`config.mk`:
```
export PLATFORM = sky130hd
export DESIGN_NAME = icache_flat
export DESIGN_NICKNAME = d
export VERILOG_FILES = /design/src/rtl/icache_if.sv /design/src/rtl/icache.sv /design/src/flat_wrapper.sv
export SDC_FILE = /design/constraint.sdc
export NUM_CORES = 1
export LEC_CHECK = 0
export ABC_AREA = 1
export CAP_MARGIN = 20
export CORE_AREA = 2 2 308 310
export CTS_CLUSTER_DIAMETER = 100
export DETAILED_ROUTE_END_ITERATION = 6
export DIE_AREA = 0 0 310 312
export PLACE_DENSITY_LB_ADDON = 0.08
export REMOVE_ABC_BUFFERS = 1
export SLEW_MARGIN = 10
export SYNTH_ARGS = -nofsm -noshare
export SYNTH_HDL_FRONTEND = slang
export SYNTH_SLANG_ARGS = --single-unit
```
`constraint.sdc`:
```
create_clock -name clk -period 8 [get_ports clk]
set_clock_uncertainty 0.05 [all_clocks]
set_input_delay 0.8 -clock clk [delete_from_list [all_inputs] [get_ports clk]]
set_output_delay 0.8 -clock clk [all_outputs]
set_load 0.005 [all_outputs]
```
`src/rtl/icache_if.sv`:
```
// Fetch-side and instruction-memory-side signals of the instruction cache.
// The cache uses the slave view; the CPU/memory environment uses the master view.
interface icache_if;
  logic [31:0]  address;
  logic [31:0]  instruction;
  logic         busywait;
  logic         imem_read;
  logic [27:0]  imem_block_addr;
  logic [127:0] imem_readdata;
  logic         imem_busywait;

  modport slave (
    input  address,
    input  imem_readdata,
    input  imem_busywait,
    output instruction,
    output busywait,
    output imem_read,
    output imem_block_addr
  );

  modport master (
    output address,
    output imem_readdata,
    output imem_busywait,
    input  instruction,
    input  busywait,
    input  imem_read,
    input  imem_block_addr
  );
endinterface

```
`src/rtl/icache.sv`:
```
// Direct-mapped, read-only instruction cache with 16-byte lines and 128-bit
// block refills from instruction memory.
//
// state    | meaning
// IDLE     | lookup; hit returns the word, miss latches block and requests refill
// MEM_READ | block read pending, waits for imem_busywait low
// UPDATE   | line written, one cycle before the lookup is re-evaluated
module icache #(
  parameter int IDX_BITS = 3
) (
  input logic   clk,
  input logic   rst_n,
  icache_if.slave bus
);
  localparam int LINES    = 1 << IDX_BITS;
  localparam int TAG_BITS = 28 - IDX_BITS;

  typedef enum logic [1:0] {IDLE, MEM_READ, UPDATE} state_t;

  state_t               state;
  logic [LINES-1:0]     valid;
  logic [TAG_BITS-1:0]  tag_mem  [LINES];
  logic [127:0]         data_mem [LINES];
  logic [27:0]          blk_q;
  logic                 imem_read_q;

  logic [1:0]           offset;
  logic [IDX_BITS-1:0]  idx;
  logic [TAG_BITS-1:0]  tag;
  logic                 hit;
  logic [IDX_BITS-1:0]  fill_idx;
  logic [TAG_BITS-1:0]  fill_tag;
  logic                 refill_done;
  logic [31:0]          line_word;
  logic                 unused_addr_bits;

  assign offset           = bus.address[3:2];
  assign idx              = bus.address[4+IDX_BITS-1:4];
  assign tag              = bus.address[31:4+IDX_BITS];
  assign unused_addr_bits = ^bus.address[1:0];

  assign hit = valid[idx] && (tag_mem[idx] == tag);

  assign fill_idx    = blk_q[IDX_BITS-1:0];
  assign fill_tag    = blk_q[27:IDX_BITS];
  assign refill_done = (state == MEM_READ) && !bus.imem_busywait;

  always_ff @(posedge clk or negedge rst_n) begin
    if (!rst_n) begin
      state       <= IDLE;
      valid       <= '0;
      blk_q       <= '0;
      imem_read_q <= 1'b0;
    end else begin
      case (state)
        IDLE: begin
          if (!hit) begin
            blk_q       <= bus.address[31:4];
            imem_read_q <= 1'b1;
            state       <= MEM_READ;
          end
        end
        MEM_READ: begin
          if (!bus.imem_busywait) begin
            valid[fill_idx] <= 1'b1;
            imem_read_q     <= 1'b0;
            state           <= UPDATE;
          end
        end
        UPDATE: begin
          state <= IDLE;
        end
        default: begin
          imem_read_q <= 1'b0;
          state       <= IDLE;
        end
      endcase
    end
  end

  // Tag/data need no reset: the valid bits alone decide whether a line is usable.
  always_ff @(posedge clk) begin
    if (refill_done) begin
      tag_mem[fill_idx]  <= fill_tag;
      data_mem[fill_idx] <= bus.imem_readdata;
    end
  end

  assign line_word = data_mem[idx][{offset, 5'b0} +: 32];

  assign bus.imem_read       = imem_read_q;
  assign bus.imem_block_addr = blk_q;
  assign bus.busywait        = rst_n && ((state != IDLE) || !hit);
  assign bus.instruction     = rst_n ? line_word : 32'h0;
endmodule

```
`src/flat_wrapper.sv`:
```
// flat-port wrapper written by rule: the top's interface ports become plain ports
module icache_flat 
#(
  parameter int IDX_BITS = 3
)
  (clk, rst_n, bus_address, bus_imem_readdata, bus_imem_busywait, bus_instruction, bus_busywait, bus_imem_read, bus_imem_block_addr);
  icache_if bus_i ();
  input logic clk;
  input logic rst_n;
  input wire logic [$bits(bus_i.address)-1:0] bus_address;
  input wire logic [$bits(bus_i.imem_readdata)-1:0] bus_imem_readdata;
  input wire logic [$bits(bus_i.imem_busywait)-1:0] bus_imem_busywait;
  output wire logic [$bits(bus_i.instruction)-1:0] bus_instruction;
  output wire logic [$bits(bus_i.busywait)-1:0] bus_busywait;
  output wire logic [$bits(bus_i.imem_read)-1:0] bus_imem_read;
  output wire logic [$bits(bus_i.imem_block_addr)-1:0] bus_imem_block_addr;
  assign bus_i.address = bus_address;
  assign bus_i.imem_readdata = bus_imem_readdata;
  assign bus_i.imem_busywait = bus_imem_busywait;
  assign bus_instruction = bus_i.instruction;
  assign bus_busywait = bus_i.busywait;
  assign bus_imem_read = bus_i.imem_read;
  assign bus_imem_block_addr = bus_i.imem_block_addr;
  icache #(.IDX_BITS(IDX_BITS)) u_core (.clk(clk), .rst_n(rst_n), .bus(bus_i));
endmodule
```
# After elaboration in Yosys (flattened, before gate mapping)
# Memory sizes are Yosys's and may differ from the RTL's.
# Index checks and enable logic that the tools add are counted.
# W data, S select, Z words.
[op_classes]
order_cmp = 3
n_eq_ne = 5
shifts = 1
muxes = 13
bitwise_logic = 4
n_reduce_logical = 13
[ops]
columns = ["op", "count"]
rows = [
  ["$shiftx A128 B8 Y32", 1],
  ["$mux W32", 1],
  ["$eq A25 B25 Y1", 1],
  ["$lt A3 B4 Y1 const B", 2],
  ["$or A8 B8 Y8", 1],
  ["$mux W1", 6],
  ["$reduce_and A2 Y1", 3],
  ["$logic_and A1 B1 Y1", 4],
  ["$mux W2", 2],
  ["$ne A2 B2 Y1 const B", 2],
  ["$pmux W2 S2", 1],
  ["$bmux W1 S3", 1],
  ["$demux W1 S3", 1],
  ["$ge A3 B1 Y1 const B", 1],
  ["$not A1 Y1", 3],
  ["$pmux W1 S3", 1],
  ["$reduce_and A3 Y1", 1],
  ["$eq A2 B1 Y1 const B", 1],
  ["$eq A2 B2 Y1 const B", 1],
  ["$logic_not A1 Y1", 2],
  ["$logic_not A2 Y1", 1],
  ["$reduce_bool A2 Y1", 1],
  ["$logic_or A1 B1 Y1", 1],
]
[word_totals]
ff_bits = 39
ram_bits = 1224
in_bits = 163
output_inout_bits = 62
word_cells = 45
mem_count = 2
[mem_list]
columns = ["name", "depth", "width", "read_ports", "rd_ports_with_merged_regs", "write_ports", "line_no", "text"]
rows = [
  ["u_core.data_mem", 8, 128, 1, 0, 1, "icache.sv:23", "logic [127:0] data_mem [LINES];"],
  ["u_core.tag_mem", 8, 25, 1, 0, 1, "icache.sv:22", "logic [TAG_BITS-1:0] tag_mem [LINES];"],
]

# Depth between registers and ports, before layout
# Gate-level depths: netlist of run 1.
[logic_depth]
ltp_word = 6
depth_mapped = 19
depth_no_buf = 16

# Worst setup path after synthesis of run 1
# No wires, ideal clock.
[synth_timing]
path_kind = "input port to flip-flop"
start = "in bus_imem_busywait"
end = "reg u_core.valid[0]"
setup_time_ns = 0.106
arrival_time_ns = 8.248
required_ns = 7.844
path_slack_ns = -0.404
cell_stages = 4
path_buffers = 0
path_cell_list = "nor3_1 nand2_1 nor2_1 or2_2"
[synth_between]
elab_chain_cells = 2
[synth_rtl]
columns = ["item", "line_no", "text"]
rows = [
  ["start: declaration", "flat_wrapper.sv:12", "input wire logic [$bits(bus_i.imem_busywait)-1:0] bus_imem_busywait;"],
  ["$not A1 Y1 (no source line)", "-", ""],
  ["$reduce_and A2 Y1 (no source line)", "-", ""],
  ["end signal: assignment", "icache.sv:51", "valid <= '0;"],
  ["end signal: indexed assignment", "icache.sv:65", "valid[fill_idx] <= 1'b1;"],
  ["end: declaration", "icache.sv:21", "logic [LINES-1:0] valid;"],
]
# Every way passes these cells.
# A chain may end at the register's enable or synchronous reset.

# Worst setup path after layout of run 1
[layout_timing]
start = "in bus_address[4]"
end = "out bus_instruction[24]"
[layout_between]
elab_chain_cells = 3
[layout_rtl]
columns = ["item", "line_no", "text"]
rows = [
  ["start: declaration", "flat_wrapper.sv:10", "input wire logic [$bits(bus_i.address)-1:0] bus_address;"],
  ["$mem_v2 Z8 W128", "-", ""],
  ["$shiftx A128 B8 Y32", "icache.sv:89", "assign line_word = data_mem[idx][{offset, 5'b0} +: 32];"],
  ["$mux W32", "icache.sv:94", "assign bus.instruction = rst_n ? line_word : 32'h0;"],
  ["end: declaration", "flat_wrapper.sv:13", "output wire logic [$bits(bus_i.instruction)-1:0] bus_instruction;"],
]
# Every way passes these cells.

==> flow_summary.ini, run 1 <==
[clocking]
cts_tree = built
clockBufferDepth = 3
root_buffer = clkbuf_16
clock_latency_ps = 720
cts_made_buffers = 134
clk_pin_slew_ps = 60
cts_sinks = 1263
htreeDepth = 4
hold_buffers = 0
cts_resized = 0
post_cts_buffers = 0

[final_layout]
syn2layout_area_growth_pct = 14.91
nets = 4144
final_cell_mix = edfxtp_1, nor2_1, o21ai_0
final_layout_size_suffix_gt1_share_pct = 6.000
layout_commonest_cell = edfxtp_1
seqCellArea_um2 = 37730
nFillCells = 7290
multi_input_area_um2 = 10640

[global_routing]
grt_pass1_vias = 30000
antenna_found_initial = 18
grt_pass1_wl_mm = 183.8
grt_start_max_net_pins = 181
global_route.usage.total_pct = 25.30
grt_overflow = 0

[route]
vias_per_cell = 5.813
detail-route-antenna-nets = 0
dr.pass1.iters = 6
drt_iter0_drc = 2940
route.detailed.drc = 0
drt-wirelength-per-cell_um = 22.99
totalWireLength_mm = 122.8
vias = 31060

[timing]
slew_violations = 0
max_slew_margin_pct = 27.65
setup_viol = 0
layout_min_cycle_time_ps = 5101
worst_hold_slack_ps = 91.47
rsz0062_at_grt = no
min_period_over_period_pct = 63.76
tightest_slew_ps = 1085
max_freq_mhz = 196.0
hold_viol = 0
finalSetupTns_ps = 0

[worst_setup_path]
regToRegEndpoint = u_core.data_mem[7][107]$_DFFE_PP_
cp-end-kind = output port
worstSetupPathType = in -> out
cp_max_fo = 80
reg2reg_slack_ps = 4630
r2r_start = u_core.state[1]$_DFFE_PN0P_
reg2reg_depth = 5
cp-startpoint = bus_address[4]
start_kind = primary input
worstPathRequired_ps = 7150
arrival_ps = 4250

[floorplan]
pin_count = 225
dieArea_um2 = 96720
rows = 112
die_x_um = 310
initial_core_util_pct = 53.72
die_height_um = 312
placeableCoreArea_um2 = 93050

[synth]
syn_area_per_cell_um2 = 12.97
synth_top_area_cell = edfxtp_1
netlist_area_um2 = 49990
synth.area.top_cells = edfxtp_1, o21ai_0, nor2_1
synthDistinctLibCells = 23
ys_ff_latch = 1263
yosys_warnings = 0
postSynthCellCount = 3853
ys_seq_area_share_pct = 75.48
netlist.area_leader.share_pct = 73.53

[power]
power_leakage_nw = 19.24
p_total_mw = 15.97
ir_worst_vdd_uv = 207.7
power.density_nw_per_um2 = 278.0

[hold_path]
hold_path.class = in -> async

[place]
numPortBuffers = 222
hpwl_mm = 55.80
place.gp.congestion = 0.7300

[run_status]
outcome = completed

[job]
max-cap-violations = 0
## cell usage after synthesis
library cell     n
inv_1          117
buf_2           65
dfrtp_1         39
o21ai_0        556
a31oi_1         32
clkbuf_1       166
nand2_1        365
buf_6            9
nor3_1           1
o22ai_1         68
o211ai_1         6
buf_1           19
o21ai_1         25
buf_4           14
inv_2            3
o21a_1           1
a21oi_1         20
nand3b_1        13
o221ai_1       188
nor2_1         680
or2_2            7
nand3_1        235
edfxtp_1      1224
## sequential cells by signal (all words and copies together), names as in the netlist
signal,count
u_core.bus.imem_block_addr,28
u_core.tag_mem,200
u_core.state,2
u_core.valid,8
u_core.data_mem,1024
u_core.bus.imem_read,1
## area by class of cell
cell class,count,area share [%]
diodes,6,0.02614
clock buffers,182,6.515
clock inverters,56,0.8888
inverters,120,0.8234
multi-input cells,2197,18.52
flip-flops and latches,1263,65.69
well taps,1254,2.732
repair buffers,265,4.799
## layer usage
metal	global-route usage (%)	vias to the layer above	share of wire [%]
li1	-	14460	-
met1	34.48	15490	42
met2	41.78	874	50
met3	4.699	204	5.9
met4	7.433	26	2.0
met5	0	-	0.14
## power breakdown
group / switching [mW] / internal, mW / total (mW)
registers: 0.288 / 8.05 / 8.34
logic: 1.10 / 0.524 / 1.63
clock network: 2.41 / 3.58 / 6.00
## worst max path at each step
| stage | endpoint | slack, ps | cells past startpoint |
|---|---|---|---|
| 2_1_floorplan | u_core.valid[0]$_DFFE_PN0P_ | -400 | 4 |
| 3_3_place_gp | bus_instruction[15] | 2930 | 10 |
| 3_5_place_dp | bus_instruction[23] | 2920 | 10 |
| 4_1_cts | bus_instruction[23] | 2940 | 10 |
| 5_1_grt | bus_instruction[23] | 2630 | 10 |
| 6_report | bus_instruction[24] | 2900 | 10 |
## stage by stage
stage | cells | utilization (%) | cell area (um^2) | setup slack [ps]
final | 5343 | 61.73 | 57440 | 2899
after CTS | 5336 | 61.70 | 57410 | 2935
after detailed placement | 5098 | 57.13 | 53150 | 2921
after global routing | 5342 | 61.73 | 57440 | 2634
after floorplan | 3580 | - | 48760 | -404.5
after global placement | 5098 | 57.13 | 53150 | 2929
## kinds of logic (layout without fill, tap and decap cells)
group           after synthesis  count (layout)  synth area share, %
compound gates              896             896                10.67
buf+inv                     393             623                3.354
flops                      1263            1263                75.48
other cells                   0               6                    0
simple gates               1301            1301                10.49
## worst max-delay path, cell delays in order
cell,delay [ps]
buf_8,300
buf_4,580
buf_4,720
o21ai_0,200
o22ai_1,220
nor2_1,60
nor2_1,100
o21ai_1,80
a31oi_1,470
clkdlybuf4s50_1,610
(Power assumes the default switching activity.)
==> run 2, diff against run 1 <==
Clock period 8 ns to 4.4 ns, I/O delays scaled along.
==> run 2 against run 1 <==
Core utilization rose by 0.41 points. Clock power rose by 73%. Sequential power rose by 82%. Routed wire length fell by 0.28%. Register-to-register slack got worse by 2900 ps. Critical path depth rose by 2. Die area did not move. Sequential share of layout area fell by 0.43 points.
==> flow_summary.ini, run 2 (synthesis results as in run 1) <==
[final_layout]
syn2layout_area_growth_pct = 15.67
final_cell_mix = edfxtp_1, nor2_1, o21ai_0
final_area_um2 = 57820
final_layout_size_suffix_gt1_share_pct = 6.982
seqCellArea_um2 = 37730
largest_register_ffs = 1024
nets = 4194
final_cells = 5388
largest_register = u_core.data_mem
nFillCells = 7194
layout_commonest_cell = edfxtp_1
multi_input_area_um2 = 10640

[floorplan]
die_height_um = 312
dieArea_um2 = 96720
pin_count = 225
initial_core_util_pct = 53.72
rows = 112
placeableCoreArea_um2 = 93050
die_x_um = 310

[run_status]
outcome = completed

[timing]
max_slew_margin_pct = 41.86
tightest_slew_ps = 870.0
setup_viol = 0
min_period_over_period_pct = 83.08
slew_violations = 0
rsz0062_at_grt = no
worst_hold_slack_ps = 292.3
hold_viol = 0
max_freq_mhz = 273.5
layout_min_cycle_time_ps = 3656
finalSetupTns_ps = 0

[clocking]
clockBufferDepth = 3
clock_latency_ps = 720
clk_pin_slew_ps = 60
root_buffer = clkbuf_16
cts_sinks = 1263
cts_tree = built
cts_resized = 0
cts_made_buffers = 133
post_cts_buffers = 0
htreeDepth = 4
hold_buffers = 0

[global_routing]
grt_pass1_wl_mm = 184.3
global_route.usage.total_pct = 25.34
antenna_found_initial = 15
grt_overflow = 0
grt_start_max_net_pins = 106
grt_pass1_vias = 30670

[route]
route.detailed.drc = 0
dr.pass1.iters = 5
vias_per_cell = 5.801
drt_iter0_drc = 2901
detail-route-antenna-nets = 0
vias = 31260
totalWireLength_mm = 122.5
drt-wirelength-per-cell_um = 22.73

[worst_setup_path]
reg2reg_depth = 4
r2r_start = u_core.state[1]$_DFFE_PN0P_
reg2reg_slack_ps = 1720
cp-startpoint = bus_address[5]
worstSetupPathType = in -> out
cp_max_fo = 57
start_kind = primary input
arrival_ps = 3170
cp-endpoint = bus_instruction[20]
regToRegEndpoint = u_core.data_mem[1][127]$_DFFE_PP_
worstPathRequired_ps = 3910
cp-end-kind = output port

[place]
place_inst = 5150
post_dp_cell_area_um2 = 53770
hpwl_mm = 64.41
numPortBuffers = 222
place.gp.congestion = 0.7705

[hold_path]
min_from = bus_imem_busywait
hold_path.class = in -> reg

[power]
power.density_nw_per_um2 = 495.5
ir_worst_vdd_uv = 378.0
power_leakage_nw = 19.45

[job]
max-cap-violations = 0
==> run 2: cell count changes in the layout (fill, tap and decap cells not counted), sizes merged <==
cell / change
clkinv: -1
buf: +51
diode: +3
inv: +1
clkbuf: -4
bufinv: -5
==> run 2: area by class of cell <==
cell class / count / area share, %
clock buffer: 178 / 6.338
tap: 1254 / 2.714
inverter: 120 / 0.8180
antenna: 9 / 0.03895
sequential: 1263 / 65.26
clock inverter: 51 / 0.6254
timing repair buffer: 316 / 5.806
multi-input combinational: 2197 / 18.40
==> run 2: power breakdown <==
group	internal [mW]	switching, mW
registers	14.6	0.543
logic	1.04	2.00
clock network	6.10	4.34
==> run 2: how the worst min path moves through the flow <==
stage                                                      endpoint  slack [ps]  cells past startpoint
after floorplan           u_core.bus.imem_block_addr[0]$_DFFE_PN0P_          90                      0
after global placement                  u_core.valid[1]$_DFFE_PN0P_         400                      1
after detailed placement                u_core.valid[5]$_DFFE_PN0P_         400                      1
after CTS                               u_core.state[0]$_DFFE_PN0P_         250                      3
after global routing                    u_core.valid[0]$_DFFE_PN0P_         290                      2
final                                   u_core.state[0]$_DFFE_PN0P_         290                      3
==> run 2: metrics by stage <==
stage / setup slack [ps] / total power, mW / util [%]
after global routing: 575.6 / 29.72 / 62.13
final: 744.3 / 28.65 / 62.14
after detailed placement: 751.4 / 18.50 / 57.79
after global placement: 751.5 / 18.45 / 57.79
after floorplan: -3645 / 16.87 / -
after CTS: 739.7 / 28.87 / 62.11
==> run 2: worst max-delay path, cell delays in order <==
cell	delay, ps
buf_8	170
inv_8	420
buf_4	450
o21ai_0	150
o22ai_1	140
nor2_1	70
nor2_1	90
o21ai_0	130
nand3_1	160
nand2_1	80
a21oi_1	220
clkdlybuf4s50_1	540
==> run 2: routing by layer <==
metal / vias up / global-route usage [%] / part of all wire (%)
li1: 14570 / - / -
met1: 15570 / 33.65 / 42
met2: 915 / 42.32 / 50
met3: 183 / 4.564 / 6.0
met4: 16 / 8.619 / 2.0
met5: - / 0 / 0.092
==> RTL change, RTL diff (flow settings as in run 2) <==
`IDX_BITS` is set to 3 in 2 places; all go to 2.
--- a/src/rtl/icache.sv
+++ b/src/rtl/icache.sv
@@ -7,5 +7,5 @@
 // UPDATE   | line written, one cycle before the lookup is re-evaluated
 module icache #(
-  parameter int IDX_BITS = 3
+  parameter int IDX_BITS = 2
 ) (
   input logic   clk,
--- a/src/flat_wrapper.sv
+++ b/src/flat_wrapper.sv
@@ -2,5 +2,5 @@
 module icache_flat 
 #(
-  parameter int IDX_BITS = 3
+  parameter int IDX_BITS = 2
 )
   (clk, rst_n, bus_address, bus_imem_readdata, bus_imem_busywait, bus_instruction, bus_busywait, bus_imem_read, bus_imem_block_addr);
Formal check against the unedited RTL: not equivalent (Yosys sat finds a counterexample within 4 cycles, from zero or initial values and one cycle with rst_n low).
==> RTL change against run 2 <==
Via count is 47% lower; sequential power decreased by 46%; sequential cell count is 612 lower; synthesized area shrank 48%; setup slack got worse by 180 ps; core utilization down 28 points; total power shrank 43%; cell area fell by 45%; count of clock-buffer cells in the layout decreased by 85; highest routed layer unchanged; wire length down 37%.
==> RTL change: results (changes against run 2) <==
metric	value	unit	change
numCtsBuffers	75		was 133
arrival	3340	ps	was 3170 ps
drive_gt1_frac	0.0730		was 0.0698
timing.rr.end	u_core.data_mem[3][71]		was u_core.data_mem[1][127]
fin_cells	3517		was 5388
first_iter_violations	1268		was 2901
status	finished, final reports clean		unchanged
place.gp.congestion	0.717		was 0.771
synth_common_cells	edfxtp_1, nor2_1, nand2_1		was edfxtp_1, nor2_1, o21ai_0
grt_max_degree	117		was 106
crit_start	bus_address[4]		was bus_address[5]
avgSynthCellArea	12.9	um2	was 13.0 um2
ys_async_sr_fraction	0.0538		was 0.0309
leakage	10.6	nW	was 19.4 nW
largest_reg_flops	512		was 1024
relSlewSlack	0.381		was 0.419
vias	16700		was 31.3k
track_usage	0.158		was 0.253
hold_path_class	register to register		was input pin to register
synthDistinctLibCells	24		was 23
avgRoutedWirePerCell	22.1	um	was 22.7 um
clk_latency	610	ps	was 720 ps
ctsHtreeMaxLevel	3		was 4
grt_pass1_wl	113000	um	was 184000 um
worstPathMaxFanout	116		was 57
rrSetupSlack	2010	ps	was 1720 ps
netlist_top_cells_area	edfxtp_1, o21ai_0, nor2_1		unchanged
ir_drop	0.223	mV	was 0.378 mV
dp_cells	3387		was 5150
hpwlAfterDp	42500	um	was 64400 um
num-fill-cells	9145		was 7194
endpoint	bus_instruction[24]		was bus_instruction[20]
antenna_found_initial	14		was 15
nNetsFinal	2374		was 4194
synth_edf_count	616		was 1224
RTL change: cell types whose count changed in the layout (fill, tap and decap cells not counted), sizes merged, moves of 26 or more:
cell	before	now
o22ai	68	32
nand2	365	283
o221ai	188	96
inv	123	44
buf	99	44
nor2	680	286
a31oi	32	0
o21ai	581	261
clkbuf	179	93
o211ai	6	32
nand3	235	140
edfxtp	1224	616
RTL change: report_power, final:
group,internal (mW),switching (mW)
Combinational,0.812,1.47
Clock,3.40,2.41
Sequential,7.85,0.361
RTL change: worst max-delay path, stage by stage:
cell and delay, ps:
buf_8 190, inv_8 690, buf_4 570, o21ai_0 150
o221ai_1 170, nand3_1 90, a21oi_1 190, clkdlybuf4s50_1 600
RTL change: how the worst min path moves through the flow:
stage,end,depth (start not counted),startpoint,slack (ps)
floorplan,u_core.bus.imem_block_addr[0],0,rst_n,90
global placement,u_core.valid[0],2,u_core.valid[0],390
detailed placement,u_core.valid[3],2,u_core.valid[3],400
CTS,u_core.state[0],3,bus_imem_busywait,350
global route,u_core.data_mem[1][0],1,bus_imem_readdata[0],390
finish,u_core.valid[2],2,u_core.valid[2],410
RTL change: final cells by class:
class | instances | area, um2 | share of cell area
flip-flops and latches | 651 | 19400 | 0.608
clock inverters | 34 | 240 | 0.00753
clock buffers | 93 | 2020 | 0.0633
inverters | 43 | 174 | 0.00545
well taps | 1254 | 1570 | 0.0492
multi-input cells | 1178 | 5790 | 0.182
diodes | 2 | 5.00 | 0.000157
repair buffers | 262 | 2720 | 0.0852
RTL change: timing repair:
| item | in CTS | in global routing |
|---|---|---|
| gates resized for setup | 0 | 0 |
| endpoints found under the hold margin | 35 | 0 |
| setup buffers | 0 | 0 |
| hold buffers | 1 | 0 |
| endpoints found under the setup margin | 0 | 0 |
RTL change: cell families after synthesis:
group,after synthesis,synth area share
buf+inv,179,0.0300
flops,651,0.748
simple gates,722,0.115
compound gates,456,0.107
RTL change: metrics by stage:
| step | hold WS (ps) | worst slack (ps) | instance area, um2 | power, mW |
|---|---|---|---|---|
| floorplan | 94.4 | -3470 | 25300 | 9.41 |
| global placement | 394 | 546 | 29600 | 10.7 |
| detailed placement | 397 | 554 | 29600 | 10.7 |
| CTS | 355 | 551 | 31900 | 16.6 |
| global route | 392 | 310 | 31900 | 17.1 |
| finish | 407 | 566 | 31900 | 16.3 |
RTL change: routing by layer:
metal  track usage  vias to the layer above  wire length [um]
met4        0.0404                       22              1270
met3        0.0382                      114              3940
met2         0.261                      328             37200
met5             0                        -               141
li1              -                     7838                 -
met1         0.209                     8370             35200
